**src/rtl/alu_pkg.sv**
```systemverilog
// Shared ALU op codes, MIPS opcode/funct constants and issue FSM types.
// Used by alu_issue_ctrl (optional ALU_ISSUE_FAST_EN) and alu_issue_decode.
package alu_pkg;

  typedef enum logic [5:0] {
    ALU_ADD  = 6'd0,
    ALU_ADDU = 6'd1,
    ALU_SUB  = 6'd2,
    ALU_SUBU = 6'd3,
    ALU_AND  = 6'd4,
    ALU_OR   = 6'd5,
    ALU_XOR  = 6'd6,
    ALU_NOR  = 6'd7,
    ALU_SLT  = 6'd8,
    ALU_SLTU = 6'd9,
    ALU_SLL  = 6'd10,
    ALU_SRL  = 6'd11,
    ALU_SRA  = 6'd12,
    ALU_SLLV = 6'd13,
    ALU_SRLV = 6'd14,
    ALU_SRAV = 6'd15,
    ALU_LUI  = 6'd16
  } alu_op_e;

  localparam logic [5:0] OPC_R     = 6'h00;
  localparam logic [5:0] OPC_ADDI  = 6'h08;
  localparam logic [5:0] OPC_ADDIU = 6'h09;
  localparam logic [5:0] OPC_SLTI  = 6'h0A;
  localparam logic [5:0] OPC_SLTIU = 6'h0B;
  localparam logic [5:0] OPC_ANDI  = 6'h0C;
  localparam logic [5:0] OPC_ORI   = 6'h0D;
  localparam logic [5:0] OPC_XORI  = 6'h0E;
  localparam logic [5:0] OPC_LUI   = 6'h0F;

  localparam logic [5:0] FN_SLL  = 6'h00;
  localparam logic [5:0] FN_SRL  = 6'h02;
  localparam logic [5:0] FN_SRA  = 6'h03;
  localparam logic [5:0] FN_SLLV = 6'h04;
  localparam logic [5:0] FN_SRLV = 6'h06;
  localparam logic [5:0] FN_SRAV = 6'h07;
  localparam logic [5:0] FN_ADD  = 6'h20;
  localparam logic [5:0] FN_ADDU = 6'h21;
  localparam logic [5:0] FN_SUB  = 6'h22;
  localparam logic [5:0] FN_SUBU = 6'h23;
  localparam logic [5:0] FN_AND  = 6'h24;
  localparam logic [5:0] FN_OR   = 6'h25;
  localparam logic [5:0] FN_XOR  = 6'h26;
  localparam logic [5:0] FN_NOR  = 6'h27;
  localparam logic [5:0] FN_SLT  = 6'h2A;
  localparam logic [5:0] FN_SLTU = 6'h2B;

  typedef enum logic [1:0] {
    S_IDLE, S_DECODE, S_EXEC, S_WB
  } state_e;

  typedef enum logic [1:0] {
    B_RT, B_SEXT, B_ZEXT
  } b_sel_e;

endpackage

```
**src/rtl/alu_issue_decode.sv**
```systemverilog
// Combinational MIPS ALU-op decoder: func, operand selects, dest,
// overflow-checked op flag and illegal flag.
module alu_issue_decode
  import alu_pkg::*;
(
  input  logic [31:0] inst,
  output logic [5:0]  func,
  output logic        a_shamt,
  output logic [1:0]  b_sel,
  output logic [4:0]  dest,
  output logic        is_ovf_op,
  output logic        illegal
);

  logic [5:0] op;
  logic [5:0] fn;
  alu_op_e    f;
  b_sel_e     bs;
  logic       unused_fields;

  assign op = inst[31:26];
  assign fn = inst[5:0];
  assign unused_fields = ^{inst[25:21], inst[10:6]};

  always_comb begin
    f         = ALU_ADD;
    a_shamt   = 1'b0;
    bs        = B_RT;
    dest      = inst[15:11];
    is_ovf_op = 1'b0;
    illegal   = 1'b0;
    unique case (1'b1)
      (op == OPC_R): begin
        case (fn)
          FN_ADD:  begin f = ALU_ADD; is_ovf_op = 1'b1; end
          FN_ADDU: f = ALU_ADDU;
          FN_SUB:  begin f = ALU_SUB; is_ovf_op = 1'b1; end
          FN_SUBU: f = ALU_SUBU;
          FN_AND:  f = ALU_AND;
          FN_OR:   f = ALU_OR;
          FN_XOR:  f = ALU_XOR;
          FN_NOR:  f = ALU_NOR;
          FN_SLT:  f = ALU_SLT;
          FN_SLTU: f = ALU_SLTU;
          FN_SLL:  begin f = ALU_SLL; a_shamt = 1'b1; end
          FN_SRL:  begin f = ALU_SRL; a_shamt = 1'b1; end
          FN_SRA:  begin f = ALU_SRA; a_shamt = 1'b1; end
          FN_SLLV: f = ALU_SLLV;
          FN_SRLV: f = ALU_SRLV;
          FN_SRAV: f = ALU_SRAV;
          default: illegal = 1'b1;
        endcase
      end
      default: begin
        dest = inst[20:16];
        case (op)
          OPC_ADDI: begin
            f = ALU_ADD; bs = B_SEXT; is_ovf_op = 1'b1;
          end
          OPC_ADDIU: begin f = ALU_ADDU; bs = B_SEXT; end
          OPC_SLTI:  begin f = ALU_SLT;  bs = B_SEXT; end
          OPC_SLTIU: begin f = ALU_SLTU; bs = B_SEXT; end
          OPC_ANDI:  begin f = ALU_AND;  bs = B_ZEXT; end
          OPC_ORI:   begin f = ALU_OR;   bs = B_ZEXT; end
          OPC_XORI:  begin f = ALU_XOR;  bs = B_ZEXT; end
          OPC_LUI:   begin f = ALU_LUI;  bs = B_ZEXT; end
          default:   illegal = 1'b1;
        endcase
      end
    endcase
  end

  assign func  = f;
  assign b_sel = bs;

endmodule

```
**src/rtl/alu_issue_ctrl.sv**
```systemverilog
// Multi-cycle issue/control unit for the shared ALU.
// ALU_ISSUE_FAST_EN: skip DECODE, load operands on accept.
module alu_issue_ctrl
  import alu_pkg::*;
#(
  parameter int DATA_W = 32,
  parameter int FUNC_W = 6,
  parameter int REG_AW = 5
) (
  input  logic              clk,
  input  logic              rst_n,
  input  logic              inst_valid,
  output logic              inst_ready,
  input  logic [31:0]       inst,
  output logic [REG_AW-1:0] rs_addr,
  output logic [REG_AW-1:0] rt_addr,
  input  logic [DATA_W-1:0] rs_data,
  input  logic [DATA_W-1:0] rt_data,
  output logic [DATA_W-1:0] alu_a,
  output logic [DATA_W-1:0] alu_b,
  output logic [FUNC_W-1:0] alu_func,
  input  logic [DATA_W-1:0] alu_res,
  output logic              wb_valid,
  input  logic              wb_ready,
  output logic [REG_AW-1:0] wb_addr,
  output logic [DATA_W-1:0] wb_data,
  output logic              ov_exc,
  output logic              illegal
);

  localparam int MSB = DATA_W - 1;

  state_e            state;
  logic [31:0]       inst_q;
  logic [31:0]       dec_inst;
  logic [REG_AW-1:0] dest_q;
  logic              ovf_q;

  logic [5:0]        d_func;
  logic              d_a_shamt;
  logic [1:0]        d_b_sel;
  logic [4:0]        d_dest;
  logic              d_ovf_op;
  logic              d_illegal;

  logic [DATA_W-1:0] op_a;
  logic [DATA_W-1:0] op_b;
  logic [15:0]       imm;
  logic              sign_ok;
  logic              ovf;

`ifdef ALU_ISSUE_FAST_EN
  logic unused_q;
  assign unused_q = ^{inst_q[31:26], inst_q[15:0]};
  assign dec_inst = inst;
  assign rs_addr  = (state == S_IDLE) ?
                    REG_AW'(inst[25:21]) : REG_AW'(inst_q[25:21]);
  assign rt_addr  = (state == S_IDLE) ?
                    REG_AW'(inst[20:16]) : REG_AW'(inst_q[20:16]);
`else
  assign dec_inst = inst_q;
  assign rs_addr  = REG_AW'(inst_q[25:21]);
  assign rt_addr  = REG_AW'(inst_q[20:16]);
`endif

  alu_issue_decode u_dec (
    .inst      (dec_inst),
    .func      (d_func),
    .a_shamt   (d_a_shamt),
    .b_sel     (d_b_sel),
    .dest      (d_dest),
    .is_ovf_op (d_ovf_op),
    .illegal   (d_illegal)
  );

  assign imm = dec_inst[15:0];

  always_comb begin
    op_a = d_a_shamt ? DATA_W'(dec_inst[10:6]) : rs_data;
    case (d_b_sel)
      B_SEXT:  op_b = {{(DATA_W-16){imm[15]}}, imm};
      B_ZEXT:  op_b = {{(DATA_W-16){1'b0}}, imm};
      default: op_b = rt_data;
    endcase
  end

  // Signed overflow from operand/result signs; ALU flags are not used.
  assign sign_ok = (alu_func == FUNC_W'(ALU_SUB)) ?
                   (alu_a[MSB] != alu_b[MSB]) :
                   (alu_a[MSB] == alu_b[MSB]);
  assign ovf = ovf_q && sign_ok && (alu_res[MSB] != alu_a[MSB]);

  always_ff @(posedge clk or negedge rst_n) begin
    if (!rst_n) begin
      state      <= S_IDLE;
      inst_ready <= 1'b1;
      inst_q     <= '0;
      dest_q     <= '0;
      ovf_q      <= 1'b0;
      alu_a      <= '0;
      alu_b      <= '0;
      alu_func   <= '0;
      wb_valid   <= 1'b0;
      wb_addr    <= '0;
      wb_data    <= '0;
      ov_exc     <= 1'b0;
      illegal    <= 1'b0;
    end else begin
      ov_exc  <= 1'b0;
      illegal <= 1'b0;
      case (state)
        S_IDLE: begin
          if (inst_valid) begin
            inst_q     <= inst;
            inst_ready <= 1'b0;
`ifdef ALU_ISSUE_FAST_EN
            if (d_illegal) begin
              illegal    <= 1'b1;
              inst_ready <= 1'b1;
            end else begin
              alu_a    <= op_a;
              alu_b    <= op_b;
              alu_func <= FUNC_W'(d_func);
              dest_q   <= REG_AW'(d_dest);
              ovf_q    <= d_ovf_op;
              state    <= S_EXEC;
            end
`else
            state <= S_DECODE;
`endif
          end
        end
        S_DECODE: begin
          if (d_illegal) begin
            illegal    <= 1'b1;
            inst_ready <= 1'b1;
            state      <= S_IDLE;
          end else begin
            alu_a    <= op_a;
            alu_b    <= op_b;
            alu_func <= FUNC_W'(d_func);
            dest_q   <= REG_AW'(d_dest);
            ovf_q    <= d_ovf_op;
            state    <= S_EXEC;
          end
        end
        S_EXEC: begin
          if (ovf) begin
            ov_exc     <= 1'b1;
            inst_ready <= 1'b1;
            state      <= S_IDLE;
          end else if (dest_q == '0) begin
            inst_ready <= 1'b1;
            state      <= S_IDLE;
          end else begin
            wb_valid <= 1'b1;
            wb_addr  <= dest_q;
            wb_data  <= alu_res;
            state    <= S_WB;
          end
        end
        S_WB: begin
          if (wb_ready) begin
            wb_valid   <= 1'b0;
            inst_ready <= 1'b1;
            state      <= S_IDLE;
          end
        end
        default: state <= S_IDLE;
      endcase
    end
  end

endmodule

```
**config.mk**
```make
export PLATFORM = sky130hd
export DESIGN_NAME = alu_issue_ctrl
export DESIGN_NICKNAME = d
export VERILOG_FILES = /design/src/rtl/alu_pkg.sv /design/src/rtl/alu_issue_decode.sv /design/src/rtl/alu_issue_ctrl.sv
export SDC_FILE = /design/constraint.sdc
export NUM_CORES = 1
export LEC_CHECK = 0
export ABC_AREA = 1
export ABC_CLOCK_PERIOD_IN_PS = 2600
export CAP_MARGIN = 20
export CORE_AREA = 2 2 126 128
export DETAILED_ROUTE_END_ITERATION = 16
export DIE_AREA = 0 0 128 130
export PLACE_DENSITY = 0.79
export SYNTH_ARGS = -nofsm -noshare
export SYNTH_HDL_FRONTEND = slang
export SYNTH_HIERARCHICAL = 1
export SYNTH_SLANG_ARGS = --single-unit
```
**constraint.sdc**
```tcl
create_clock -name clk -period 2.6 [get_ports clk]
set_clock_uncertainty 0.05 [all_clocks]
set_input_delay 0.39 -clock clk [delete_from_list [all_inputs] [get_ports clk]]
set_output_delay 0.39 -clock clk [all_outputs]
set_load 0.005 [all_outputs]
```
# After elaboration in Yosys (flattened, before gate mapping)
# Index checks and enable logic that the tools add are counted.
# word_totals
output_inout_bits	121
regBits	151
elab_cells	110
input_bits	132
# op_classes
n_eq_ne	38
n_reduce_logical	19
n_bitwise	3
n_mux	37
# op_table
operator	count
$pmux 32 s2	1
$eq 6x6->1 const B	10
$pmux 4 s15	1
$eq 6x4->1 const B	8
$pmux 5 s7	1
$mux 32	1
$mux 1	21
$eq 6x2->1 const B	3
$eq 6x3->1 const B	3
$reduce_or 16->1	1
$logic_not 6->1	2
$mux 2	6
$ne 2x2->1 const B	5
$pmux 2 s4	1
$reduce_and 4->1	2
$reduce_or 4->1	2
$reduce_or 8->1	1
$eq 2x2->1 const B	3
$mux 6	1
$reduce_and 2->1	3
$logic_not 5->1	1
$mux 5	1
$eq 2x1->1 const B	2
$pmux 1 s4	1
other kinds (12)	16

# Longest topological paths before layout
# Gate-level depths: netlist of run 1.
# depth
ltp_word	6
ltp_mapped	13
depth_no_buf	12

# Cells and area by module
# Netlist of run 1, hierarchy kept.
# modules_own_cells
module	cells_each	instances	area_per_inst_um2	seq_area_each_um2
alu_issue_ctrl	610	1	6223.5	3779.9
alu_issue_decode	97	1	415.4	0.0

# Worst setup path after synthesis of run 1
# OpenSTA, ideal clock, no wires.
# synth_timing
path_kind	reg2reg
start	register inst_q[31], in the netlist dec_inst[31]
end	register alu_b[21]
arrival_ps	1852
t_required_ps	2426
setup_time_ps	124
setup_slack_ps	574
period_less_slack_ps	2026
path_buffers	2
stages_incl_launch_ff	11
path_cell_list	dfrtp_1 > nor2_2 > nand2_1 > nor2_1 > inv_1 > ha_1 > buf_2 > clkinv_1 > nand3_1 > buf_2 > a2bb2oi_1
# synth_between
elab_chain_cells	6
# synth_lines
item	line_no	source
from (decl)	alu_issue_ctrl.sv:34	logic [31:0] inst_q;
from (signal assigned)	alu_issue_ctrl.sv:114	inst_q <= inst;
$eq 6x4->1	alu_issue_decode.sv:56	case (op)
$reduce_or 4->1 (no source line)	n/a	
$pmux 2 s2	alu_issue_decode.sv:56	
$mux 2 (*)	alu_issue_decode.sv:32	unique case (1'b1)
named net d_b_sel[0]	alu_issue_ctrl.sv:41	logic [1:0] d_b_sel;
$eq 2x2->1 or $eq 2x1->1 (tied branches)	alu_issue_ctrl.sv:80	case (d_b_sel)
$pmux 32 s2 (*)	alu_issue_ctrl.sv:80	
to (signal assigned)	alu_issue_ctrl.sv:140	alu_b <= op_b;
to (decl)	alu_issue_ctrl.sv:20	output logic [DATA_W-1:0] alu_b,
# Mark *: on every way through the listed nets, which the timed path passes. The rest lies on a longest branch.
# A chain may end at the register's enable or synchronous reset.

# Worst setup path in the final report of run 1
# layout_timing
start	register inst_q[31], in the netlist dec_inst[31]
end	register alu_b[22]
# Same word-level chain as after synthesis.

==> run metrics, run 1 <==
layout cell share with drive strength beyond 1 0.0954; required time of the critical path ~2.9 ns; clk_lat worst skew 0.42 ns; sw frac 0.318; routability cong. between 0.8 and 0.9; R2R Path End alu_b[22]$_DFFE_PN0P_; CTS root buffer clkbuf_16; setup slack, reg-to-reg ~0.32 ns; die area 16,600 sq um; Switching Power about 3.7 mW; Hold Path End inst_ready$_DFFE_PN1P_; share of the synthesized area in the top cell type 0.565; clock power share 0.231; first drt pass iteration count 4; share of synthesized registers carrying an async set or reset 1.00; Reg power frac 0.369; CP Class reg -> reg; list of most frequent post-synthesis cells nand2_1, dfrtp_1, nand3_1, nor2_1, a21oi_1; register bit count reported by yosys approximately 150; peak supply drop 0.550 mV; critical path's slowest cell nand3_1; critical path's largest stage delay approximately 0.43 ns; Avg Cell Area, Syn ~9.4 sq um; Worst slew margin 0.568; global-route wire length before repair 29.8 mm; Comb pwr share 0.400; hold path start inst_ready$_DFFE_PN1P_; grt ovf 0; reg-to-reg startpoint dec_inst[31]$_DFFE_PN0P_; Final Max Tran Viols 0; status finished, final reports clean; peak-usage layer in the global routing report met2; RSZ-0062 raised after global routing false; WL/cell ~16 um; largest area contributor in the netlist dfrtp_1; Util after Layout 0.643; met3 usage 0.0705; max_cap viols 0; final period utilization 0.878; met1 Track Usage GR 0.304; worst-margin pin slew 0.647 ns; crit end category flop; Max Freq 0.438 GHz; Num CTS Buffers 17; GRT Util Overall 0.230; Power Internal 7.89 mW; final setup TNS 0 ns; Worst setup SP type flop; number of buffers added on ports around 250; Final nets between 1,000 and 1,500; FP Rows 46; Sink Count between 150 and 200; most common cell in the netlist nand2_1; via/cell ratio around 5; Post-Place Cells 1,114; Layout area overhead 49.4%; Die Span Y roughly 130 um; Leakage ~4.5 nW; Cell Area, Synth between 6000 and 7000 sq um; Final ANT Viol Nets 0; Hold WS between 0.4 and 0.5 ns; post-synthesis cell count ~700; Starting Density 0.430; CP max FO 16; Worst-path clk slew approximately 0.060 ns; worst hold path depth 2; DR vias just under 6,000; DRT Wirelength roughly 19 mm; met2 Usage GRT 0.361; CTS tree built; vias in the first global route between 5,000 and 6,000; Post-DP HPWL between 10 and 15 mm; worst hold path type reg -> reg; post-synth cell types 32; # diodes 0; Area contributors post-synth dfrtp_1, nand2_1, nand3_1; power per cell area 1170 nW/um^2; I/O pin total between 200 and 300; core footprint about 15,000 sq um; Net Count, Synth between 800 and 900; antenna violations before repair 1; Clock Tree Buf Depth 2; CP Cell Sequence nor2_2, nand2_1, nor2_1, inv_1, ha_1, clkinv_1, nand3_1, a2bb2oi_1; die width roughly 130 um; Top FF cell, synth dfrtp_1; final hold viol count 0; largest net degree at the start of global routing 69; count of final setup violators 0; post-synthesis sequential area ratio 0.569; Initial DRC Count about 290; DRC Markers 0; Post-synth EDFFs 0; Tmin final between 2 and 2.5 ns; yosys warns 6; Layout Cells excl Fill between 1,000 and 1,500; worst path arrival time between 2 and 3 ns; H-tree depth 4; FF-to-FF path depth 8
-- cell type report --
class / instances / area [sq um]
inverter: 34 / 128
sequential: 151 / 3780
clock inverter: 6 / 136
clock buffer: 25 / 505
tap: 192 / 240
multi-input combinational: 470 / 2440
timing repair buffer: 268 / 2680
fill: 1296 / 5510
-- routing by layer --
metal  up-vias  part of all wire
met5         -           0.00069
met4         2             0.017
met3        22             0.077
met2       220              0.47
met1      2853              0.44
li1       2807                 -
-- placed cells by master, fill, tap and decap left out, types with 2 or more instances in the layout --
cell type	netlist	final
inv_1	28	28
mux2_2	32	32
dfrtp_1	150	150
ha_1	2	2
clkdlybuf4s50_1	0	251
o21ai_0	14	14
o31ai_1	5	5
bufinv_16	0	4
inv_2	5	5
nor3_1	3	3
clkbuf_16	0	17
nand2_1	203	203
nand4_1	4	4
nand3_1	90	90
clkbuf_1	16	3
a21oi_1	35	35
buf_12	0	3
o21ai_1	2	2
nor2_1	36	36
nor2_2	2	2
buf_4	15	12
clkbuf_8	0	5
a2bb2oi_1	31	31
nand3_2	3	3
-- critical path, delay by kind of cell, from the launching register on --
kind,cells,cell delay (ns)
and+or+nand+nor,4,0.96
DFF,1,0.38
AOI/OAI and AO/OA,1,0.34
buffers and inverters,2,0.15
adders and majority gates,1,0.31
-- worst max path at each step --
stage                                         from                     to  slack (ns)
after detailed placement  dec_inst[31]$_DFFE_PN0P_  alu_b[22]$_DFFE_PN0P_        0.33
after global placement    dec_inst[31]$_DFFE_PN0P_  alu_b[31]$_DFFE_PN0P_        0.41
final                     dec_inst[31]$_DFFE_PN0P_  alu_b[22]$_DFFE_PN0P_        0.32
after CTS                 dec_inst[31]$_DFFE_PN0P_  alu_b[22]$_DFFE_PN0P_        0.30
after floorplan           dec_inst[31]$_DFFE_PN0P_  alu_b[21]$_DFFE_PN0P_        0.57
after global routing      dec_inst[31]$_DFFE_PN0P_  alu_b[31]$_DFFE_PN0P_        0.05
-- state kept, by name (all words and copies together) (netlist names), 2 cells and up --
| register | cells |
|---|---|
| alu_a | 32 |
| wb_addr | 5 |
| alu_func | 6 |
| dest_q | 5 |
| state | 2 |
| wb_data | 32 |
| alu_b | 32 |
| dec_inst | 32 |
-- power groups by stage --
stage          registers [mW]  clock network (mW)  logic, mW
4_1_cts                  4.28                2.72       4.68
5_1_grt                  4.42                2.82       5.08
6_report                 4.27                2.67       4.63
3_5_place_dp             4.27                   0       4.68
3_3_place_gp             4.27                   0       4.54
2_1_floorplan            4.20                   0       2.15
-- timing repair --
item	in CTS	in global routing
setup endpoints to repair	0	0
hold buffers	1	0
endpoints found under the hold margin	64	0
gates resized for setup	0	0
setup buffers	0	0
-- metrics by stage --
step                      power [mW]  area [sq um]  setup slack [ns]
after floorplan                 6.36          6640             0.574
after global placement          8.81          9270             0.410
after detailed placement        8.95          9270             0.331
after CTS                       11.7          9920             0.305
after global routing            12.3          9920            0.0481
final                           11.6          9920             0.318
-- cells by family after synthesis --
family,count (synthesis),share of synthesized area
and+or+nand+nor,346,0.222
DFF,151,0.569
AOI/OAI and AO/OA,89,0.0871
buffers and inverters,86,0.0626
muxes,32,0.0543
adders and majority gates,2,0.00377
other,1,0.000565
(Power assumes the default switching activity.)
==> run 2, diff against run 1 <==
--- a/config.mk
+++ b/config.mk
@@ -11,7 +11,7 @@
 export CORE_AREA = 2 2 126 128
 export DETAILED_ROUTE_END_ITERATION = 16
 export DIE_AREA = 0 0 128 130
-export PLACE_DENSITY = 0.79
+export PLACE_DENSITY = 0.75
 export SYNTH_ARGS = -nofsm -noshare
 export SYNTH_HDL_FRONTEND = slang
 export SYNTH_HIERARCHICAL = 1
==> run 2 against run 1 <==
Effect of this change: die area stayed put; final area is 0.53% lower; critical path depth is 2 higher; hold slack better by 0.0076 ns; largest cell class unchanged; power is 2.7% lower; largest power group unchanged.
==> run metrics, run 2 (synthesized netlist as in run 1, its figures left out) <==
Final Max Tran Viols 0 (unchanged); commonest cells after routing, fill and taps aside clkdlybuf4s50_1, nand2_1, dfrtp_1, nand3_1, nor2_1; max_cap viols 0 (unchanged); CTS tree built; via/cell ratio 5.02 (-2.6%); worst path arrival time 2.56 ns (about the same); DRT Wirelength 18.7 mm (-0.58%); worst-margin pin slew 0.626 ns (-0.0218 ns); count of final setup violators 0 (unchanged); Max Freq 0.439 GHz (about the same); clk_lat worst skew 0.42 ns (about the same); CP Class reg -> reg; first drt pass iteration count 5 (+1); I/O pin total 253 (unchanged); H-tree depth 4 (unchanged); CTS root buffer clkbuf_16; Tmin final 2.28 ns (-0.00203 ns); final setup TNS 0 ns (unchanged); largest net degree at the start of global routing 66 (-4.3%); number of buffers added on ports 252 (unchanged); Worst setup SP type flop; most common cell after layout, fill and taps aside clkdlybuf4s50_1; grt ovf 0 (unchanged); Initial DRC Count 407 (+41%); status finished, final reports clean; Final ANT Viol Nets 0 (unchanged); Starting Density 0.430 (unchanged); layout cell share with drive strength beyond 1 0.0994 (+0.00398); CP max FO 42 (+26); core footprint 15,400 sq um (unchanged); Final nets 1,077 (+0.093%); DRC Markers 0 (unchanged); vias in the first global route 5,658 (-1.3%); power per cell area 1140 nW/um^2 (-2.2%); peak supply drop 0.583 mV (+6.0%); Worst slew margin 0.583 (+0.0145); die width 128 um (unchanged); Post-CTS Resized 0 (unchanged); Leakage 4.50 nW (-0.78%); final period utilization 0.877 (about the same); Layout area overhead 48.6%; required time of the critical path 2.88 ns (about the same); GRT Util Overall 0.224 (-0.00611); routability cong. 0.876 (-1.4%); crit end category flop; DR vias 5,762 (-2.4%); FF-to-FF path depth 10 (+2); Clock Tree Buf Depth 2 (unchanged); FP Rows 46 (unchanged); Num CTS Buffers 17 (unchanged); WL/cell 16.3 um (-0.75%); global-route wire length before repair 29.1 mm (-2.5%); RSZ-0062 raised after global routing false; # diodes 0 (unchanged); antenna violations before repair 0 (-1); Sink Count 151 (unchanged); total setup buffers inserted after CTS 0 (unchanged); Worst-path clk slew 0.06 ns (about the same); final hold viol count 0 (unchanged); Hold WS 0.419 ns (+0.00760 ns); worst hold path depth 2 (unchanged); worst hold path type reg -> reg; die area 16,600 sq um (unchanged); # fillers 1,286 (-0.77%); Die Span Y 130 um (unchanged); Post-DP HPWL 13.0 mm (-0.90%)
-- run 2: cell types whose count changed in the layout (fill, tap and decap cells not counted), sizes merged --
| cell | previous run | this run |
|---|---|---|
| buf | 16 | 17 |
| clkinvlp | 1 | 6 |
| clkbuf | 25 | 21 |
| clkinv | 1 | 4 |
| bufinv | 4 | 1 |
-- run 2: per-layer routing --
metal | up-vias | share of wire | track usage
li1 | 2809 | - | -
met1 | 2729 | 0.45 | 0.301
met2 | 209 | 0.47 | 0.359
met3 | 15 | 0.068 | 0.0599
met4 | 0 | 0.011 | 0.0705
met5 | - | 0 | 0
-- run 2: power breakdown --
part,total (mW),internal (mW),switching (mW),leakage (nW)
clock,2.37,1.39,0.984,0.264
combinational,4.63,2.68,1.95,2.41
sequential,4.25,3.48,0.772,1.83
total,11.3,7.55,3.70,4.50
-- run 2: repair_timing --
item,in CTS,in global routing
hold buffers,1,0
setup endpoints to repair,0,0
hold endpoints to repair,61,0
-- run 2: path summary, 6_finish.rpt --
path / slack [ns] / start / end
worst max-delay path: 0.32 / dec_inst[2]$_DFFE_PN0P_ / alu_a[31]$_DFFE_PN0P_
worst min-delay path: 0.42 / wb_data[13]$_DFFE_PN0P_ / wb_data[13]$_DFFE_PN0P_
worst max register to register: 0.32 / dec_inst[2]$_DFFE_PN0P_ / alu_a[31]$_DFFE_PN0P_
worst min register to register: 0.42 / wb_data[13]$_DFFE_PN0P_ / wb_data[13]$_DFFE_PN0P_
max in group asynchronous: 1.29 / rst_n / alu_a[8]$_DFFE_PN0P_
min in group asynchronous: 0.46 / rst_n / alu_b[16]$_DFFE_PN0P_
-- run 2: cell type report --
| class | instances | area (sq um) | share of cell area |
|---|---|---|---|
| clock buffer | 21 | 470 | 0.0477 |
| clock inverter | 11 | 98.8 | 0.0100 |
| inverter | 34 | 128 | 0.0129 |
| multi-input combinational | 470 | 2440 | 0.248 |
| sequential | 151 | 3780 | 0.383 |
| tap | 192 | 240 | 0.0244 |
| timing repair buffer | 269 | 2700 | 0.274 |
-- run 2: metrics by stage --
step / power (mW) / area (sq um) / utilization / setup WS [ns] / cells
global route: 12.0 / 9860 / 0.640 / 0.113 / 1148
detailed placement: 8.93 / 9290 / 0.602 / 0.401 / 1115
CTS: 11.4 / 9860 / 0.640 / 0.367 / 1148
global placement: 8.84 / 9290 / 0.602 / 0.404 / 1115
finish: 11.3 / 9860 / 0.640 / 0.320 / 1148
floorplan: 6.36 / 6640 / - / 0.574 / 707
-- run 2: worst max-delay path, stage by stage, from the launching register on --
cell	delay (ns)
dfrtp_1	0.43
nor2_1	0.22
nand2_1	0.11
inv_1	0.09
o21ai_1	0.08
nand4_1	0.10
nand2_1	0.12
nor3_4	0.23
buf_4	0.43
nand3_1	0.20
o21ai_0	0.13
==> run 3, diff against run 2 <==
--- a/config.mk
+++ b/config.mk
@@ -8,10 +8,10 @@
 export ABC_AREA = 1
 export ABC_CLOCK_PERIOD_IN_PS = 2600
 export CAP_MARGIN = 20
-export CORE_AREA = 2 2 126 128
+export CORE_AREA = 2 2 141 143
 export DETAILED_ROUTE_END_ITERATION = 16
-export DIE_AREA = 0 0 128 130
-export PLACE_DENSITY = 0.75
+export DIE_AREA = 0 0 143 145
+export PLACE_DENSITY = 0.61
 export SYNTH_ARGS = -nofsm -noshare
 export SYNTH_HDL_FRONTEND = slang
 export SYNTH_HIERARCHICAL = 1
==> run 3 against run 2 <==
Effect of this change: power increased by 2.0%; combinational power about the same; critical path depth increased by 2; setup slack improved by 0.010 ns; core utilization decreased by 12 points; global-route usage decreased by 3.4 points; sequential power about the same; final area increased by 1.5%; sequential share of layout area decreased by 0.57 points; non-clock buffer count decreased by 1; critical path type unchanged; critical endpoint is now alu_b[30]$_DFFE_PN0P_.
==> run metrics, run 3 (synthesized netlist as in run 1, its figures left out) <==
status finished, final reports clean; multi-input logic area 2440 sq um (unchanged); post-placement cell area 9380 sq um (+1.0%); final setup TNS 0 ns (unchanged); worst-margin pin slew 0.642 ns (+0.0161 ns); WL/cell 15.9 um (-2.6%); number of buffers added on ports 252 (unchanged); GRT Util Overall 0.191 (-0.0338); Die Span Y 145 um (+12%); FF-to-FF path depth 12 (+2); die area 20,700 sq um (+25%); Critical Path Most Common Cell nor2_1; CTS tree built; antenna violations before repair 1 (+1); crit end category flop; Leakage 4.53 nW (+0.76%); design area 10,000 sq um (+1.5%); worst hold path depth 2 (unchanged); worst path arrival time 2.52 ns (-0.04 ns); storage element area 3780 sq um (unchanged); DRC Markers 0 (unchanged); Starting Density 0.346 (-0.0848); DR vias 5,743 (-0.33%); Total Power 11.5 mW (+2.0%); Sink Count 151 (unchanged); total setup buffers inserted after CTS 0 (unchanged); Worst slew margin 0.572 (-0.0107); most common cell after layout, fill and taps aside clkdlybuf4s50_1; power per cell area 1150 nW/um^2 (+0.43%); worst hold path type reg -> reg; CP max FO 45 (+7.1%); die width 143 um (+12%); I/O pin total 253 (unchanged); count of final setup violators 0 (unchanged); Tmin final 2.27 ns (-0.0104 ns); Setup WS post-layout 0.330 ns (+0.0104 ns); FP Rows 51 (+11%); vias in the first global route 5,894 (+4.2%); first drt pass iteration count 4 (-1); Setup WS pre-CTS 0.324 ns (-0.0769 ns); final hold viol count 0 (unchanged); CP Class reg -> reg; via/cell ratio 4.71 (-6.1%); RSZ-0062 raised after global routing false; R2R Path End alu_b[30]$_DFFE_PN0P_; max_cap viols 0 (unchanged); largest net degree at the start of global routing 79 (+20%); H-tree depth 4 (unchanged); # fillers 1,825 (+42%); required time of the critical path 2.85 ns (-0.03 ns); Worst-path clk slew 0.06 ns (about the same); global-route wire length before repair 31.1 mm (+6.9%); routability cong. 0.806 (-8.1%); hold path start inst_ready$_DFFE_PN1P_; setup slack, reg-to-reg 0.33 ns (about the same); DRT Wirelength 19.3 mm (+3.4%); CTS root buffer clkbuf_16; layout cell share with drive strength beyond 1 0.0955 (-0.00388); final period utilization 0.873 (-0.00400); Final Max Tran Viols 0 (unchanged); Max Freq 0.441 GHz (+0.46%); Worst setup SP type flop; reg-to-reg startpoint dec_inst[3]$_DFFE_PN0P_; critical path's largest stage delay 0.43 ns (about the same); peak supply drop 0.491 mV (-16%); commonest cells after routing, fill and taps aside clkdlybuf4s50_1, nand2_1, dfrtp_1, nand3_1, nor2_1; Initial DRC Count 314 (-23%); Clock Tree Buf Depth 2 (unchanged); Hold Path End inst_ready$_DFFE_PN1P_; Final ANT Viol Nets 0 (unchanged); core footprint 19,200 sq um (+25%); clk_lat worst skew 0.42 ns (about the same); Hold WS 0.415 ns (-0.00390 ns); CP Cell Sequence inv_1, nor2_1, nand2_1, nor2_1, nor2_1, nand4_1, nand2_1, nor3_4, inv_2, buf_12, a21oi_1, a2bb2oi_1; grt ovf 0 (unchanged); Layout area overhead 50.8%; critical path's slowest cell dfrtp_1; Final nets 1,076 (-0.093%); Post-DP HPWL 13.4 mm (+3.2%); Num CTS Buffers 17 (unchanged)
## run 3: cell count changes in the layout (fill, tap and decap cells not counted)
cell and delta:
inv_6 -1, clkinv_4 +1, buf_4 -2, diode_2 +1, clkinvlp_4 -5, clkbuf_1 +1, clkinv_2 -1, bufinv_16 +3
buf_12 +1
## run 3: worst max path at each step
stage / to / start
final: alu_b[30]$_DFFE_PN0P_ / dec_inst[3]$_DFFE_PN0P_
after floorplan: alu_b[21]$_DFFE_PN0P_ / dec_inst[31]$_DFFE_PN0P_
after detailed placement: alu_b[3]$_DFFE_PN0P_ / dec_inst[2]$_DFFE_PN0P_
after global routing: alu_b[7]$_DFFE_PN0P_ / dec_inst[3]$_DFFE_PN0P_
after CTS: alu_b[16]$_DFFE_PN0P_ / dec_inst[2]$_DFFE_PN0P_
after global placement: alu_b[3]$_DFFE_PN0P_ / dec_inst[5]$_DFFE_PN0P_
## run 3: final cells by class
class | instances | share of cell area
clock buffers | 22 | 0.0474
diodes | 1 | 0.000250
multi-input cells | 470 | 0.244
repair buffers | 268 | 0.270
well taps | 265 | 0.0331
flip-flops and latches | 151 | 0.377
clock inverters | 8 | 0.0146
inverters | 34 | 0.0127
## run 3: worst max-delay path, delay by kind of cell, from the launching register on
family / cells / cell delay, ns
compound gates: 2 / 0.23
buf+inv: 3 / 0.51
flops: 1 / 0.43
simple gates: 7 / 0.92
## run 3: timing repair
action | 4_1_cts | 5_1_grt
hold buffers | 1 | 0
endpoints found under the hold margin | 57 | 0
resized for setup | 0 | 0
## run 3: report_power, final
part           internal (mW)  switching, mW  total (mW)
logic                   2.68           1.97        4.64
registers               3.48          0.741        4.22
clock network           1.67          0.935        2.61
total                   7.83           3.64        11.5
## run 3: through the flow
| stage | utilization | instances |
|---|---|---|
| floorplan | - | 707 |
| global placement | 0.488 | 1187 |
| detailed placement | 0.488 | 1187 |
| CTS | 0.521 | 1218 |
| global route | 0.521 | 1219 |
| finish | 0.521 | 1219 |
## run 3: routing by layer
layer  track usage  wire, um
met1         0.253      8590
met2         0.293      8900
met3        0.0515      1320
met4        0.0812       537
met5             0         0
